==> src/rtl/seg_display_reader_if.sv <==
// ---------------------------------------------------------------------------
// seg_display_reader_if
//   Bundles the seven-segment display bus and the frame delivery handshake
//   used by seg_display_reader.
//
//   seg          segments A..G, active-low (seg[0] = A)
//   an           digit anodes, active-low, one low while a digit is driven
//   frame_valid  a complete frame is held on the frame outputs
//   frame_ready  consumer accepts the frame
//   frame_digits digit i occupies [4i+3:4i]
//   frame_blank  digit i was all-segments-off
//   frame_err    digit i carried an undefined pattern
//   overrun      sticky: a completed frame was dropped
//
//   slave  : the reader (samples the display, produces frames)
//   master : the environment (drives the display, consumes frames)
// ---------------------------------------------------------------------------
interface seg_display_reader_if #(
    parameter int NUM_DIGITS = 4
);
    logic [0:6]              seg;
    logic [NUM_DIGITS-1:0]   an;
    logic                    frame_valid;
    logic                    frame_ready;
    logic [4*NUM_DIGITS-1:0] frame_digits;
    logic [NUM_DIGITS-1:0]   frame_blank;
    logic [NUM_DIGITS-1:0]   frame_err;
    logic                    overrun;

    modport slave (
        input  seg,
        input  an,
        input  frame_ready,
        output frame_valid,
        output frame_digits,
        output frame_blank,
        output frame_err,
        output overrun
    );

    modport master (
        output seg,
        output an,
        output frame_ready,
        input  frame_valid,
        input  frame_digits,
        input  frame_blank,
        input  frame_err,
        input  overrun
    );
endinterface

==> src/rtl/seg_display_reader.sv <==
// ---------------------------------------------------------------------------
// seg_display_reader
//   Reads a multiplexed, active-low seven-segment display bus, filters
//   transients, decodes every lit pattern back to a hex nibble (or a blank /
//   error flag) and delivers complete frames over a valid/ready handshake.
//
//   Parameters
//     NUM_DIGITS     number of multiplexed digits (>= 1)
//     STABLE_CYCLES  consecutive matching samples before a capture (>= 1)
//
//   Ports
//     clk    system clock
//     rst_n  asynchronous active-low reset
//     bus    seg_display_reader_if.slave: seg/an in, frame handshake out
//
//   All outputs are registered; there is no combinational input->output path.
// ---------------------------------------------------------------------------
module seg_display_reader #(
    parameter int NUM_DIGITS    = 4,
    parameter int STABLE_CYCLES = 4
) (
    input  logic                clk,
    input  logic                rst_n,
    seg_display_reader_if.slave bus
);

    localparam int unsigned ND = NUM_DIGITS;
    localparam int unsigned SW = NUM_DIGITS + 7;
    localparam int unsigned CW = $clog2(STABLE_CYCLES + 1);

    localparam logic [CW-1:0] CNT_MAX  = CW'(STABLE_CYCLES);
    localparam logic [CW-1:0] CNT_LAST = CW'(STABLE_CYCLES - 1);

    // input stage / stability filter
    logic [SW-1:0]   in_word;
    logic [SW-1:0]   samp;
    logic [6:0]      seg_p;
    logic [CW-1:0]   cnt;
    logic [CW-1:0]   cnt_n;
    int unsigned     nlow;
    logic            in_valid;
    logic            match;
    logic            capture;
    logic [ND-1:0]   dig_mask;

    // decoder
    logic [3:0]      dec_nib;
    logic            dec_blank;
    logic            dec_err;

    // working frame
    logic [4*ND-1:0] work_dig;
    logic [4*ND-1:0] work_dig_n;
    logic [ND-1:0]   work_blank;
    logic [ND-1:0]   work_blank_n;
    logic [ND-1:0]   work_err;
    logic [ND-1:0]   work_err_n;
    logic [ND-1:0]   seen;
    logic [ND-1:0]   seen_n;
    logic            complete;
    logic            publish_ok;

    // published frame
    logic            valid_q;
    logic            ovr_q;
    logic [4*ND-1:0] out_dig;
    logic [ND-1:0]   out_blank;
    logic [ND-1:0]   out_err;

    // seg is declared [0:6]; assigning it to [6:0] puts segment A in the MSB,
    // so the decode table below reads left-to-right as A..G.
    assign seg_p   = bus.seg;
    assign in_word = {bus.an, bus.seg};

    // A sample is valid only with exactly one anode low; dig_mask is then the
    // one-hot digit select.
    always_comb begin
        nlow     = 0;
        dig_mask = '0;
        for (int unsigned i = 0; i < ND; i++) begin
            if (!bus.an[i]) begin
                nlow        = nlow + 1;
                dig_mask[i] = 1'b1;
            end
        end
        in_valid = (nlow == 1);
    end

    assign match = (in_word == samp);

    // The counter tracks how many consecutive edges the current valid word
    // matched the previous sample. Capture fires only on the step into
    // saturation, so a steady pattern is captured exactly once.
    always_comb begin
        cnt_n = '0;
        if (match && in_valid) begin
            cnt_n = (cnt == CNT_MAX) ? cnt : cnt + 1'b1;
        end
    end

    assign capture = match && in_valid && (cnt == CNT_LAST);

    always_comb begin
        dec_nib   = 4'h0;
        dec_blank = 1'b0;
        dec_err   = 1'b0;
        case (seg_p)
            7'b0000001: dec_nib = 4'h0;
            7'b1001111: dec_nib = 4'h1;
            7'b0010010: dec_nib = 4'h2;
            7'b0000110: dec_nib = 4'h3;
            7'b1001100: dec_nib = 4'h4;
            7'b0100100: dec_nib = 4'h5;
            7'b0100000: dec_nib = 4'h6;
            7'b0001111: dec_nib = 4'h7;
            7'b0000000: dec_nib = 4'h8;
            7'b0001100: dec_nib = 4'h9;
            7'b0001000: dec_nib = 4'hA;
            7'b1100000: dec_nib = 4'hB;
            7'b0110001: dec_nib = 4'hC;
            7'b1000010: dec_nib = 4'hD;
            7'b0110000: dec_nib = 4'hE;
            7'b0111000: dec_nib = 4'hF;
            7'b1111111: dec_blank = 1'b1;
            default:    dec_err   = 1'b1;
        endcase
    end

    // Working slots with the current capture merged in; the same values feed
    // both the slot registers and the frame outputs on a publishing edge.
    always_comb begin
        work_dig_n   = work_dig;
        work_blank_n = work_blank;
        work_err_n   = work_err;
        seen_n       = seen;
        if (capture) begin
            for (int unsigned i = 0; i < ND; i++) begin
                if (dig_mask[i]) begin
                    work_dig_n[4*i +: 4] = dec_nib;
                    work_blank_n[i]      = dec_blank;
                    work_err_n[i]        = dec_err;
                    seen_n[i]            = 1'b1;
                end
            end
        end
    end

    // seen is cleared whenever a frame completes, so it can only reach
    // all-ones through a capture.
    assign complete   = capture && (&seen_n);
    assign publish_ok = !valid_q || bus.frame_ready;

    always_ff @(posedge clk or negedge rst_n) begin
        if (!rst_n) begin
            samp       <= '1;
            cnt        <= '0;
            work_dig   <= '0;
            work_blank <= '0;
            work_err   <= '0;
            seen       <= '0;
            valid_q    <= 1'b0;
            ovr_q      <= 1'b0;
            out_dig    <= '0;
            out_blank  <= '0;
            out_err    <= '0;
        end else begin
            samp       <= in_word;
            cnt        <= cnt_n;
            work_dig   <= work_dig_n;
            work_blank <= work_blank_n;
            work_err   <= work_err_n;
            seen       <= complete ? '0 : seen_n;

            if (complete && publish_ok) begin
                valid_q   <= 1'b1;
                out_dig   <= work_dig_n;
                out_blank <= work_blank_n;
                out_err   <= work_err_n;
            end else if (valid_q && bus.frame_ready) begin
                valid_q <= 1'b0;
            end

            if (complete && !publish_ok) begin
                ovr_q <= 1'b1;
            end
        end
    end

    assign bus.frame_valid  = valid_q;
    assign bus.frame_digits = out_dig;
    assign bus.frame_blank  = out_blank;
    assign bus.frame_err    = out_err;
    assign bus.overrun      = ovr_q;

endmodule

==> src/flat_wrapper.sv <==
// flat-port wrapper written by rule: the top's interface ports become plain ports
module seg_display_reader_flat 
#(
    parameter int NUM_DIGITS    = 4,
    parameter int STABLE_CYCLES = 4
)
  (clk, rst_n, bus_seg, bus_an, bus_frame_ready, bus_frame_valid, bus_frame_digits, bus_frame_blank, bus_frame_err, bus_overrun);
  seg_display_reader_if #(.NUM_DIGITS(NUM_DIGITS)) bus_i ();
  input  logic clk;
  input  logic rst_n;
  input wire logic [$bits(bus_i.seg)-1:0] bus_seg;
  input wire logic [$bits(bus_i.an)-1:0] bus_an;
  input wire logic [$bits(bus_i.frame_ready)-1:0] bus_frame_ready;
  output wire logic [$bits(bus_i.frame_valid)-1:0] bus_frame_valid;
  output wire logic [$bits(bus_i.frame_digits)-1:0] bus_frame_digits;
  output wire logic [$bits(bus_i.frame_blank)-1:0] bus_frame_blank;
  output wire logic [$bits(bus_i.frame_err)-1:0] bus_frame_err;
  output wire logic [$bits(bus_i.overrun)-1:0] bus_overrun;
  assign bus_i.seg = bus_seg;
  assign bus_i.an = bus_an;
  assign bus_i.frame_ready = bus_frame_ready;
  assign bus_frame_valid = bus_i.frame_valid;
  assign bus_frame_digits = bus_i.frame_digits;
  assign bus_frame_blank = bus_i.frame_blank;
  assign bus_frame_err = bus_i.frame_err;
  assign bus_overrun = bus_i.overrun;
  seg_display_reader #(.NUM_DIGITS(NUM_DIGITS), .STABLE_CYCLES(STABLE_CYCLES)) u_core (.clk(clk), .rst_n(rst_n), .bus(bus_i));
endmodule
==> config.mk <==
export PLATFORM = sky130hd
export DESIGN_NAME = seg_display_reader_flat
export DESIGN_NICKNAME = d
export VERILOG_FILES = /design/src/rtl/seg_display_reader_if.sv /design/src/rtl/seg_display_reader.sv /design/src/flat_wrapper.sv
export SDC_FILE = /design/constraint.sdc
export NUM_CORES = 1
export LEC_CHECK = 0
export BUFFER_PORTS_ARGS = -buffer_cell sky130_fd_sc_hd__buf_2
export CORE_ASPECT_RATIO = 1.5
export CORE_UTILIZATION = 29
export CTS_BUF_LIST = sky130_fd_sc_hd__clkbuf_8 sky130_fd_sc_hd__clkbuf_16
export DETAILED_ROUTE_END_ITERATION = 16
export PLACE_DENSITY = 0.48
export RECOVER_POWER = 50
export REMOVE_ABC_BUFFERS = 1
export SLEW_MARGIN = 10
export SYNTH_ARGS = -nofsm -noshare
export SYNTH_HDL_FRONTEND = slang
export SYNTH_SLANG_ARGS = --single-unit
==> constraint.sdc <==
create_clock -name clk -period 2.54 [get_ports clk]
set_input_delay 0.508 -clock clk [delete_from_list [all_inputs] [get_ports clk]]
set_output_delay 0.508 -clock clk [all_outputs]
set_load 0.03 [all_outputs]
==> metrics <==
syn_area_per_cell=12.70 um^2; asr flop ratio synth=100.0%; Final Power=2.562 mW; core area=10530 um^2; antenna-violating nets left=0; Inserted Diodes=0; Synth top area share=45.65%; post-synthesis cell count=246; initial antenna violation count=0; H-tree levels=3; clock latency on the worst-skew pair=0.33 ns; max-cap violations=0; Worst Max-Slew Pin Slew=0.6628 ns; Main synth FF type=dfrtp_1; CP max-delay cell=or3_4; Syn. warnings=0; Rel. slew slack=55.81%; synthesized flop and latch total=68; max-slew violations=0; multi-input logic area=1461 um^2; RSZ-0062 raised after global routing=yes; Worst-path clk slew=0.05 ns; number of DRC markers in iteration 0=77; cell family with most CP delay=multiplexers; drt wl/cell=15.14 um; Crit. End Element=register; synthesized area=3124 um^2; Post-synth EDFFs=0; final worst path period share=99.41%; Die ar.=11200 um^2; CP Class=primary input to register; dpl hpwl=4759 um; post-synth cell types=43; CP bufs+invs=3; PwrDens=608.4 nW/um^2; Worst EP arrival=2.73 ns; port buffer count=39; Setup violations, final=0; routability cong.=0.7096; Final Hold Viols=0; # IOs=40; vias in the first global route=2237; Post-Route Utilization=39.97%; Synth area leaders=dfrtp_1 (46%), mux2_2 (17%), dfstp_2 (9.3%); Clock Skew=0.006494 ns; largest net degree at the start of global routing=44; status=complete, no violations; final worst slack=0.01507 ns; Reg area=1715 um^2; pre-CTS setup slack=-0.5794 ns; CP max FO=7; Max IR drop VDD=0.0002933 V; grt ovf=0; Root Buffer=clkbuf_16; share of cells above drive strength 1=47.84%; die height=129.1 um; fill count=1019; CTS tree=done; Final #Nets=339; clock sinks=68; Seq/Total Area, Yosys=54.91%; final wirelength=7084 um; Worst path max stage delay=0.37 ns; routed vias=2174; critical path launch point type=primary input; site row count=46; vias per cell=4.645; post-synth top area cell=dfrtp_1; drt pass-1 iters=4; cts hold-fix bufs=0; Worst Path Required=2.75 ns; first-pass GRT wire length=11700 um; CP Cell Sequence=buf_8 > inv_4 > ha_4 > xnor2_4 > ha_4 > or3_4 > o21ai_4 > nand4_4 > buf_12 > mux2_4 > mux2_4; synth-to-layout area growth=34.76%; Tot GR Track Use=14.11%; crit path time final=2.525 ns; hold crit path type=primary input to asynchronous set/reset pin; CTS Buffer Depth=2; Die Width=86.75 um; leakage power=2.107 nW; Residual DRC=0; Initial Util=29.66%; max frequency=396.1 MHz; total CTS buffers=9
## final timing paths
check	cells past startpoint	slack [ns]	start	to
worst max-delay path	11	0.02	bus_an[0]	u_core.bus.frame_digits[0]
worst min-delay path	1	0.22	rst_n	u_core.bus.frame_digits[7]
worst max register to register	8	0.18	u_core.samp[5]	u_core.bus.frame_digits[0]
worst min register to register	1	0.47	u_core.bus.overrun	u_core.bus.overrun
max in group asynchronous	2	1.69	rst_n	u_core.bus.frame_digits[11]
min in group clk	1	0.36	bus_an[3]	u_core.samp[10]
## cell usage after synthesis, types with 2 or more instances
master / instances
a21boi_0: 3
a21oi_1: 7
a31oi_1: 2
and4_1: 2
buf_2: 3
clkbuf_1: 7
dfrtp_1: 57
dfstp_2: 11
ha_1: 6
inv_1: 12
mux2_2: 48
nand2_1: 10
nand2b_1: 3
nand3_1: 5
nand4_1: 8
nand4_2: 2
nand4b_2: 2
nor2_1: 8
nor2b_1: 2
nor3_1: 5
nor3b_1: 3
nor4bb_1: 2
o2111ai_1: 2
or3_1: 4
xnor2_1: 14
## repair_timing
action,in CTS,in global routing
cloned,0,0
setup buffers,5,3
resized for setup,22,11
pin swaps,6,5
endpoints found under the setup margin,29,24
## cell type report
cell class / count / area share (%)
Timing Repair Buffer: 73 / 11.98
Sequential cell: 68 / 40.74
Multi-Input combinational cell: 155 / 34.71
Clock inverter: 5 / 1.100
Tap cell: 144 / 4.279
Inverter: 12 / 1.189
Clock buffer: 11 / 6.003
## per-stage QoR
step           instances  hold slack (ns)  setup TNS (ns)  area (um^2)
2_1_floorplan        235           0.2124          -21.49         3075
3_3_place_gp         444           0.4575          -17.17         3696
3_5_place_dp         444           0.4565          -19.17         3696
4_1_cts              465           0.2359               0         4153
5_1_grt              468           0.2709         -0.1412         4210
6_report             468           0.2176               0         4210
## cell families after synthesis
group           synth area share, %
flops                         54.91
simple gates                  12.86
xor+xnor                      4.205
fa+ha+maj                     2.403
mux                           17.62
compound gates                5.006
buf+inv                       3.004
## power by group
group | leakage [nW] | switching (mW) | internal, mW
Combinational | 1.06 | 0.120 | 0.0986
Clock | 0.159 | 0.439 | 0.801
Sequential | 0.892 | 0.00368 | 1.10
Total | 2.11 | 0.562 | 2.00
## cell usage in the layout (no fill, tap or decap), drive strengths merged, types with 6 or more instances in the layout
cell,count
xnor2,14
ha,6
inv,15
clkbuf,19
buf,65
nand2,10
dfstp,11
nor2,8
mux2,48
a21oi,7
nand4,10
dfrtp,57
## layer usage
| metal | vias to the layer above | part of all wire, % | wire length [um] | GRT usage, % |
|---|---|---|---|---|
| met2 | 49 | 52 | 3694 | 23.72 |
| li1 | 1027 | - | - | - |
| met3 | 12 | 3.0 | 214 | 2.611 |
| met4 | 0 | 2.3 | 163 | 7.059 |
| met5 | - | 0 | 0 | 0 |
| met1 | 1086 | 43 | 3011 | 17.28 |
## sequential cells by signal (all words and copies together), names as in the netlist
register and cells:
u_core.cnt 3, u_core.bus.frame_blank 4, u_core.bus.frame_valid 1, u_core.work_err 4
u_core.seen 4, u_core.work_blank 4, u_core.samp 11, u_core.work_dig 16
u_core.bus.frame_err 4, u_core.bus.overrun 1, u_core.bus.frame_digits 16
Power figures use the tool's default switching activity.
